**src/rtl/mux_pkg.sv**
```systemverilog
// Shared types and helpers for the round-robin mux select sequencer.
// onehot() is sized for up to MaxN requesters; callers truncate to their own width.
package mux_pkg;

    typedef enum logic {IDLE, GRANT} msel_state_t;

    localparam int unsigned MaxN = 32;

    function automatic logic [MaxN-1:0] onehot(input int unsigned idx, input int unsigned n);
        logic [MaxN-1:0] v;
        v = '0;
        if (idx < n && idx < MaxN) begin
            v[idx] = 1'b1;
        end
        return v;
    endfunction

endpackage

```
**src/rtl/rr_pick.sv**
```systemverilog
// Rotating priority encoder: first set req bit searching last+1, last+2, ... wrapping mod N.
// Offset N lands back on last itself, so a lone holder is re-picked after everyone else.
module rr_pick #(
    parameter int unsigned N = 2,
    localparam int unsigned SEL_W = $clog2(N)
) (
    input  logic [N-1:0]     req_i,
    input  logic [SEL_W-1:0] last_i,
    output logic [SEL_W-1:0] idx_o,
    output logic             any_o
);

    always_comb begin
        logic        found;
        int unsigned j;
        found = 1'b0;
        j     = 0;
        idx_o = '0;
        for (int unsigned i = 1; i <= N; i++) begin
            j = (32'(last_i) + i) % N;
            if (!found && req_i[j]) begin
                found = 1'b1;
                idx_o = SEL_W'(j);
            end
        end
        any_o = found;
    end

endmodule

```
**src/rtl/mux_sel_sequencer.sv**
```systemverilog
// Round-robin select generator for a mux datapath stage: grants one requester at a time for at
// most HOLD cycles and presents the winner as a registered binary select plus one-hot grant.
module mux_sel_sequencer
    import mux_pkg::*;
#(
    parameter int unsigned N = 2,
    parameter int unsigned HOLD = 4,
    localparam int unsigned SEL_W = $clog2(N)
) (
    input  logic             clk_i,
    input  logic             rst_i,
    input  logic             en_i,
    input  logic [N-1:0]     req_i,
    output logic [SEL_W-1:0] sel_o,
    output logic             sel_valid_o,
    output logic [N-1:0]     grant_o
);

    localparam int unsigned CntW = $clog2(HOLD) + 1;

    msel_state_t      state_q, state_d;
    logic [SEL_W-1:0] sel_q, sel_d;
    logic [SEL_W-1:0] last_q, last_d;
    logic             valid_q, valid_d;
    logic [N-1:0]     grant_q, grant_d;
    logic [CntW-1:0]  cnt_q, cnt_d;

    logic [SEL_W-1:0] pick_last;
    logic [SEL_W-1:0] pick_idx;
    logic             pick_any;

    // While granted, the search rotates from the current holder; in IDLE from the last holder.
    assign pick_last = (state_q == GRANT) ? sel_q : last_q;

    rr_pick #(
        .N(N)
    ) u_rr_pick (
        .req_i (req_i),
        .last_i(pick_last),
        .idx_o (pick_idx),
        .any_o (pick_any)
    );

    always_comb begin
        state_d = state_q;
        sel_d   = sel_q;
        last_d  = last_q;
        valid_d = valid_q;
        grant_d = grant_q;
        cnt_d   = cnt_q;
        unique case (state_q)
            IDLE: begin
                if (en_i && pick_any) begin
                    state_d = GRANT;
                    sel_d   = pick_idx;
                    valid_d = 1'b1;
                    grant_d = N'(onehot(32'(pick_idx), N));
                    cnt_d   = '0;
                end
            end
            GRANT: begin
                if (!en_i) begin
                    state_d = IDLE;
                    valid_d = 1'b0;
                    grant_d = '0;
                    last_d  = sel_q;
                end else if (!req_i[sel_q] || cnt_q == CntW'(HOLD - 1)) begin
                    last_d = sel_q;
                    cnt_d  = '0;
                    if (pick_any) begin
                        sel_d   = pick_idx;
                        grant_d = N'(onehot(32'(pick_idx), N));
                    end else begin
                        state_d = IDLE;
                        valid_d = 1'b0;
                        grant_d = '0;
                    end
                end else begin
                    cnt_d = cnt_q + 1'b1;
                end
            end
            default: state_d = IDLE;
        endcase
    end

    always_ff @(posedge clk_i or posedge rst_i) begin
        if (rst_i) begin
            state_q <= IDLE;
            sel_q   <= '0;
            last_q  <= SEL_W'(N - 1);
            valid_q <= 1'b0;
            grant_q <= '0;
            cnt_q   <= '0;
        end else begin
            state_q <= state_d;
            sel_q   <= sel_d;
            last_q  <= last_d;
            valid_q <= valid_d;
            grant_q <= grant_d;
            cnt_q   <= cnt_d;
        end
    end

    assign sel_o       = sel_q;
    assign sel_valid_o = valid_q;
    assign grant_o     = grant_q;

endmodule
```
**config.mk**
```make
export PLATFORM = sky130hd
export DESIGN_NAME = mux_sel_sequencer
export DESIGN_NICKNAME = d
export VERILOG_FILES = /design/src/rtl/mux_pkg.sv /design/src/rtl/rr_pick.sv /design/src/rtl/mux_sel_sequencer.sv
export SDC_FILE = /design/constraint.sdc
export NUM_CORES = 1
export LEC_CHECK = 0
export CORE_AREA = 2 2 39 41
export DETAILED_ROUTE_END_ITERATION = 7
export DIE_AREA = 0 0 41 43
export GPL_TIMING_DRIVEN = 0
export SYNTH_ARGS = -nofsm -noshare
export SYNTH_HDL_FRONTEND = slang
export SYNTH_SLANG_ARGS = --single-unit
```
**constraint.sdc**
```tcl
create_clock -name clk_i -period 4.8 [get_ports clk_i]
set_input_delay 0.72 -clock clk_i [delete_from_list [all_inputs] [get_ports clk_i]]
set_output_delay 0.72 -clock clk_i [all_outputs]
set_load 0.1 [all_outputs]
```
======== Word level (Yosys, flattened, before mapping) ========
Index checks and enable logic that the tools add are counted.
cells by class
  $add $sub $neg .......................... 3
  order comparisons ....................... 5
  equal/unequal tests ..................... 8
  mux-type cells .......................... 39
  bitwise logic cells ..................... 1
  reductions and logical operators ........ 11
operator list
  cell                                                                      number
  1-bit 2-to-1 mux                                                          26
  3-bit 2-to-1 mux                                                          3
  2-bit 2-to-1 mux                                                          4
  1-bit by 2-bit < comparator with 1-bit output (second input constant)     3
  1-bit by 6-bit < comparator with 1-bit output (second input constant)     1
  2-bit by 1-bit inequality test with 1-bit output (second input constant)  3
  1-bit case mux with 2 select lines                                        3
  3-bit case mux with 2 select lines                                        1
  2-bit AND reduction                                                       3
  2-bit inequality test (second input constant)                             2
  2-bit case mux with 2 select lines                                        1
  4-bit AND reduction                                                       1
  3-bit by 1-bit adder with 3-bit output (second input constant)            1
  3-bit by 2-bit equality test with 1-bit output (second input constant)    1
  1-bit logical AND                                                         3
  3-bit by 2-bit inequality test with 1-bit output (second input constant)  1
  3-bit inequality test (second input constant)                             1
  3-bit AND reduction                                                       1
  1-bit adder (second input constant)                                       2
  1-bit zero test                                                           2
  1-bit demux with 1-bit select                                             1
  1-bit >= comparator (second input constant)                               1
  1-bit logical OR                                                          1
  1-bit NOT                                                                 1
storage, ports and cells
  register bits after elaboration ......... 9
  bits of input ports ..................... 5
  output and inout bits ................... 4
  word-level logic and storage cells ...... 73

======== Depth between registers and ports, before layout ========
Gate-level depths: netlist of the first run.
  depth in word-level cells ............... 16
  depth in mapped cells ................... 5

======== By module ========
Synthesis of the first run repeated with hierarchy kept, for this count alone.
second synthesis, totals
  cells, all modules ...................... 49
  area total of the unflattened synthesis .. 494.2 um^2
by module, submodules not included
  module             instances  cells an instance  area an instance (um^2)  sequential area each (um^2)
  mux_sel_sequencer  1          47                 480.5                    226.5
  rr_pick            1          2                  13.8                     0.0

======== Worst setup path before layout of the first run ========
OpenSTA, ideal clock, no wires.
  kind .................................... register to register
  start ................................... reg sel_q (netlist: sel_o)
  end ..................................... reg last_q
  library setup time ...................... 0.083 ns
  arrival time ............................ 1.862 ns
  data required time ...................... 4.717 ns
  path slack .............................. 2.855 ns
  stages on the path, launching flop included .. 5
  path buffers ............................ 0
  path through ............................ dfrtp_1 mux2i_1 or2_4 o21ai_2 mux2_2
on the way
  word-level cells in the longest chain between the ends .. 6
ends and longest elaborated chain
  what                                                               line                     text
  start, declared                                                    mux_sel_sequencer.sv:22  logic [SEL_W-1:0] sel_q, sel_d;
  start signal, assigned                                             mux_sel_sequencer.sv:96  sel_q <= sel_d;
  1-bit 2-to-1 mux (implied by the code) (2 in series)               mux_sel_sequencer.sv:67  end else if (!req_i[sel_q] || cnt_q == CntW'(HOLD - 1)) begin
  1-bit zero test                                                    mux_sel_sequencer.sv:67
  1-bit logical OR                                                   mux_sel_sequencer.sv:67
  2-bit by 1-bit inequality test with 1-bit output (no source line)  n/a
  2-bit AND reduction (no source line)                               n/a
  end signal, assigned                                               mux_sel_sequencer.sv:90  last_q <= SEL_W'(N - 1);
  end signal, assigned                                               mux_sel_sequencer.sv:97  last_q <= last_d;
  end, declared                                                      mux_sel_sequencer.sv:23  logic [SEL_W-1:0] last_q, last_d;
Several ways; a longest one is shown, not always the timed one. The select of a mux whose other input is x is not followed.
A chain may end at the register's enable or synchronous reset.

======== Worst setup path after layout of the first run ========
  start ................................... reg sel_q (netlist: sel_o)
  end ..................................... out sel_o
RTL lines
  what           line                     text
  end, declared  mux_sel_sequencer.sv:14  output logic [SEL_W-1:0] sel_o,
No word-level cell between the ends.

==> metrics.md, run 1 <==
| Metric | Value |
|---|---|
| Crit-path max cell delay | 1160 ps |
| Met1 Use GR | about 16% |
| Fmax | 390.5 MHz |
| Critical path capture point type | output port |
| DP HPWL | 624.8 um |
| Min cycle time layout | ~2600 ps |
| Mapped Area | 466.7 um^2 |
| Detail Route Antenna Nets | 0 |
| Post-CTS resize count | 0 |
| GRT Max-Usage Layer | met2 |
| GR Util All Layers | 12.26% |
| Yosys cell types | 22 |
| Die area | 0.001763 mm^2 |
| Clk sinks | 9 |
| Drt wl/cell | 11.15 um |
| EDFF count, synth | 0 |
| DRT Wirelength | about 810 um |
| Worst hold path class | register to register |
| Family with the most delay on the worst path | buffers and inverters |
| Final #Nets | 65 |
| Clk_lat worst skew | 260 ps |
| #FFs+latches synth | 9 |
| Critical path data required time | ~4100 ps |
| Commonest non-fill, non-tap cells in the layout | 8 x dfrtp_1, 8 x clkdlybuf4s50_1, 6 x inv_1 |
| Synth Instances | 45 |
| Share of layout cells above drive strength 1 | 17.54% |
| Slew HR | 35.42% |
| Ranking of synthesized cells by area | dfrtp_1 43%, mux2i_1 6.4%, dfstp_2 5.6%, ha_1 5.4%, inv_1 4.8% |
| Final Skew | ~7.6 ps |
| Unrepaired setup endpoints after global routing | no |
| Psw | 111.6 uW |
| Clk buf depth | 2 |
| DRC errors left | 0 |
| Setup Viol. Count Final | 0 |
| Die Ht | 43 um |
| Reg2reg setup slack | between 3000 and 4000 ps |
| Width of the die | 41 um |
| Crit path max fanout | 5 |
| Remaining Overflow, GRT | 0 |
| Via density | 4.890 |
| Final setup TNS | 0 ps |
| Placer Congestion | 0.7307 |
| Fin worst setup slack | approximately 2200 ps |
| Cts bufs inserted | 3 |
| P_int | 155.2 uW |
| Hold Buf Count CTS | 0 |
| I/O Buffers | 8 |
| Initial DRC count | 17 |
| Post-synth top area share | 42.90% |
| IO Pins | 9 |
| CP Launch Type | register |
| Dpl ws | 2518 ps |
| Final period utilization | a little over half |
| Ant diodes | 0 |
| Critical path class | register to output port |
| CP max-delay cell | clkdlybuf4s50_1 |
| Clock group share of total power | between 20% and 30% |
| Async SR Flop Fraction | between 90% and 100% |
| Area delta synth->final | 27.08% |
| PD cells | 450.0 mW/mm^2 |
| Max-Cap Viols | 0 |
| Initial core utilization | 33.73% |
| VDD IR max | between 0.2 and 0.25 mV |
| First-pass GRT wire length | 1.386 mm |
| Cell accounting for the most synthesized area | dfrtp_1 |
| Sw Ratio | a little over two fifths |
| CTS root buffer | clkbuf_4 |
| Number of vias in the routed layout | 357 |
| Pre-antenna DRT Iters | 4 |
| Post-Syn Nets | 52 |
| Met2 usage | 15.63% |
| Pin count of the biggest net entering global routing | 10 |
| H-tree level count | 1 |
| Crit-path cells | clkdlybuf4s50_1 |
| Antenna violations before repair | 0 |
| WP buf/inv | 1 |
| Final Hold Fails | 0 |
| Sequential share of power | between 30% and 40% |
| Status | finished clean |
| CTS tree | yes |
| Number of fill cells in the layout | 143 |
| Sequential fraction of the synthesis area | about half |
| GR met3 Demand/Resource | a little under 8% |
| Mean Syn Cell Area | 10.37 um^2 |
| Site Rows | 14 |
| Core ar. | 0.001384 mm^2 |
| Fin. max-slew vios | 0 |
| Critical path arrival | 1840 ps |
| Worst slew pin tran | 965.6 ps |
| CTS clock-pin slew for the worst setup and hold paths | 70 ps |
| Most used DFF post-synth | dfrtp_1 |
| Static leakage | 0.0002689 uW |
| Vias in the first global route | 342 |
| Post CTS Setup Buffer Count | 0 |
| Yosys warnings | 0 |
| Gate power share | 40.1% |
[cells in the mapped netlist, types with 2 or more instances]
cell	n
dfrtp_1	8
inv_1	6
mux2i_1	3
nand3_1	3
nor2_1	3
a21oi_1	2
ha_1	2
nand2_1	2
o21ai_2	2
o31ai_1	2
[stage by stage]
step           instances  utilization, %  total power, uW  hold WS (ps)  cell area [um^2]
6_report              73           42.86            266.9         494.3             593.1
5_1_grt               73           42.86            283.3         529.5             593.1
4_1_cts               73           42.86            269.7         494.5             593.1
3_5_place_dp          69           40.96            208.7         487.4             566.8
3_3_place_gp          69           40.96            207.8         485.1             566.8
2_1_floorplan         45               -            182.8         460.7             466.7
[worst reg2reg max path, delay by kind of cell, from the launching register on]
family / cells / cell delay [ps]
DFF: 1 / 390
adders and majority gates: 2 / 390
AOI/OAI and AO/OA: 1 / 130
and+or+nand+nor: 1 / 270
muxes: 1 / 340
[power groups by stage]
stage	Sequential, uW	Combinational, uW	Clock [uW]
after floorplan	150	32.5	0
after global placement	101	107	0
after detailed placement	101	107	0
after CTS	99.7	108	62.3
after global routing	102	113	68.3
final	99.6	107	60.3
[flip-flops by register name, indices dropped and copies added (netlist names)]
register / count
cnt_q: 3
state_q: 1
sel_o: 1
last_q: 1
grant_o: 2
sel_valid_o: 1
[per-layer routing]
metal | wire (um) | vias to the layer above
met2 | 365 | 7
met3 | 56 | 2
met1 | 379 | 162
met5 | 0 | -
met4 | 13 | 0
li1 | - | 186
[kinds of logic after synthesis]
kind of cell,synth area share (%)
muxes,8.847
buffers and inverters,7.238
AOI/OAI and AO/OA,18.23
adders and majority gates,5.361
and+or+nand+nor,11.80
DFF,48.53
[area by class of cell]
type / instances / area [um^2] / share of cell area [%]
plain buffers: 1 / 11.26 / 1.899
clock buffers: 4 / 26.28 / 4.430
inverters: 6 / 22.52 / 3.797
multi-input cells: 29 / 206.4 / 34.81
flip-flops and latches: 9 / 226.5 / 38.19
well taps: 16 / 20.02 / 3.376
repair buffers: 8 / 80.08 / 13.50
[final timing paths]
check	from	end	depth (start not counted)
max	sel_o	sel_o	1
min	cnt_q[0]	cnt_q[0]	1
max in group asynchronous	rst_i	last_q	2
min in group asynchronous	rst_i	sel_valid_o	2
min reg2reg	cnt_q[0]	cnt_q[0]	1
max reg2reg	cnt_q[0]	last_q	5
Power figures use the tool's default switching activity.
==> run 2: changes to the inputs <==
- clock period: 4.8 -> 2.6 ns (I/O delays scaled with it)
==> results of run 2 <==
Same layout as run 1 (identical final DEF). Status: finished clean.
Among the figures that moved: setup slack after placement 2518 ps -> 647.5 ps; setup slack after layout 2239 ps -> 369.3 ps; hold slack 494.3 ps -> 381.8 ps; register-to-register setup slack 3220 ps -> 1020 ps; total power 266.9 uW -> 492.7 uW; worst IR drop on VDD 0.2155 mV -> 0.3979 mV
==> run 3: changes to the inputs <==
- CAP_MARGIN: unset -> 20
- SETUP_SLACK_MARGIN: unset -> 0.2
- SKIP_CTS_REPAIR_TIMING: unset -> 1
==> results of run 3 <==
Same layout as run 1 (identical final DEF). Status: finished clean.
Among the figures that moved: setup slack after placement 2518 ps -> 647.5 ps; setup slack after layout 2239 ps -> 369.3 ps; hold slack 494.3 ps -> 381.8 ps; register-to-register setup slack 3220 ps -> 1020 ps; total power 266.9 uW -> 492.7 uW; worst IR drop on VDD 0.2155 mV -> 0.3979 mV
==> RTL change, RTL diff (settings of run 3) <==
`HOLD`: 4 -> 2.
--- a/src/rtl/mux_sel_sequencer.sv
+++ b/src/rtl/mux_sel_sequencer.sv
@@ -4,7 +4,7 @@
     import mux_pkg::*;
 #(
     parameter int unsigned N = 2,
-    parameter int unsigned HOLD = 4,
+    parameter int unsigned HOLD = 2,
     localparam int unsigned SEL_W = $clog2(N)
 ) (
     input  logic             clk_i,
Behaviour: not the same (Yosys sat finds a counterexample within 4 cycles, from zero or initial values and one cycle with rst_i high).
==> RTL change against run 3 <==
Worst hold slack improved by 6.3 ps; final area shrank 5.5%; area after synthesis is 7.0% lower; setup slack improved by 12 ps; power down 7.1%; sequential cell count shrank 1; critical path depth unchanged; routed wire length is 5.4% lower; largest cell class is now multi-input combinational cells.
==> RTL change: results <==
group,metric,value,unit
yosys,synth_nets,45,
route,dr.first_iter.drc_count,8,
power,power_leakage,0.2476,nW
setup_path,rrSetupSlack,1150,ps
setup_path,timing.rr.start,"state_q$_DFF_PP0_",
final_layout,fillers,149,
timing,whs,388.1,ps
route,avgViaCountPerCell,4.896,
timing,max_slew_margin,35.60,%
setup_path,r2r-end,"grant_o[0]$_DFFE_PP0P_",
placed_design,hpwl,573.8,um
yosys,synth_seq_area_share,46.40,%
final_layout,area_delta_synth_final,29.11,%
yosys,ys_top_cells_by_area,"dfrtp_1 40%, dfstp_2 6.1%, a21boi_4 4.3%",
final_layout,nets,58,
yosys,synth_cells,39,
run_status,status,"completed",
route,first_pass_iters,3,
final_layout,buf_share,16.29,%
final_layout,nFlopsAndLatches,8,
global_route,grt_max_degree,9,
power,peakVddDrop,321.4,uV
placed_design,dpl.cell_count,63,
final_layout,multiInputGateArea,210.2,um2
final_layout,seq_area,201.4,um2
placed_design,gp_congestion,0.7256,
final_layout,inv_count,3,
global_route,grt_pass1_wl,1317,um
timing,finalClockSkew,8.110,ps
placed_design,preCtsSetupSlack,636.8,ps
==> RTL change: changes by cell type after synthesis, moves of 2 or more <==
| cell | delta |
|---|---|
| inv_1 | -3 |
| a22o_1 | +2 |
| a21oi_1 | -2 |
| mux2i_1 | -2 |
==> RTL change: how the worst max path moves through the flow <==
stage / endpoint / from / slack (ps) / depth (start not counted)
2_1_floorplan: last_q$_DFFE_PP1P_ / sel_o$_DFFE_PP0P_ / 690 / 4
3_3_place_gp: sel_o / sel_o$_DFFE_PP0P_ / 640 / 1
3_5_place_dp: sel_o / sel_o$_DFFE_PP0P_ / 640 / 1
4_1_cts: sel_o / sel_o$_DFFE_PP0P_ / 360 / 1
5_1_grt: sel_o / sel_o$_DFFE_PP0P_ / 310 / 1
6_report: sel_o / sel_o$_DFFE_PP0P_ / 380 / 1
==> RTL change: power by group through the flow <==
| stage | clock network [mW] | registers (mW) | logic, mW |
|---|---|---|---|
| 6_report | 0.0996 | 0.165 | 0.193 |
| 5_1_grt | 0.113 | 0.168 | 0.202 |
| 4_1_cts | 0.106 | 0.165 | 0.194 |
| 3_5_place_dp | 0 | 0.167 | 0.193 |
| 3_3_place_gp | 0 | 0.167 | 0.193 |
| 2_1_floorplan | 0 | 0.249 | 0.0668 |
==> RTL change: cells by family (layout without fill, tap and decap cells) <==
| logic type | after synthesis | in the layout | share of synthesized area, % |
|---|---|---|---|
| compound gates | 13 | 13 | 25.36 |
| fa+ha+maj | 1 | 1 | 2.881 |
| buf+inv | 4 | 16 | 5.187 |
| flops | 8 | 8 | 46.40 |
| mux | 3 | 3 | 8.356 |
| simple gates | 10 | 10 | 11.82 |
==> RTL change: routing by layer <==
layer  global-route usage [%]  wire [um]
met1                    17.11        397
met2                    12.81        303
met3                    3.141         54
met4                    8.000         15
met5                        0          0
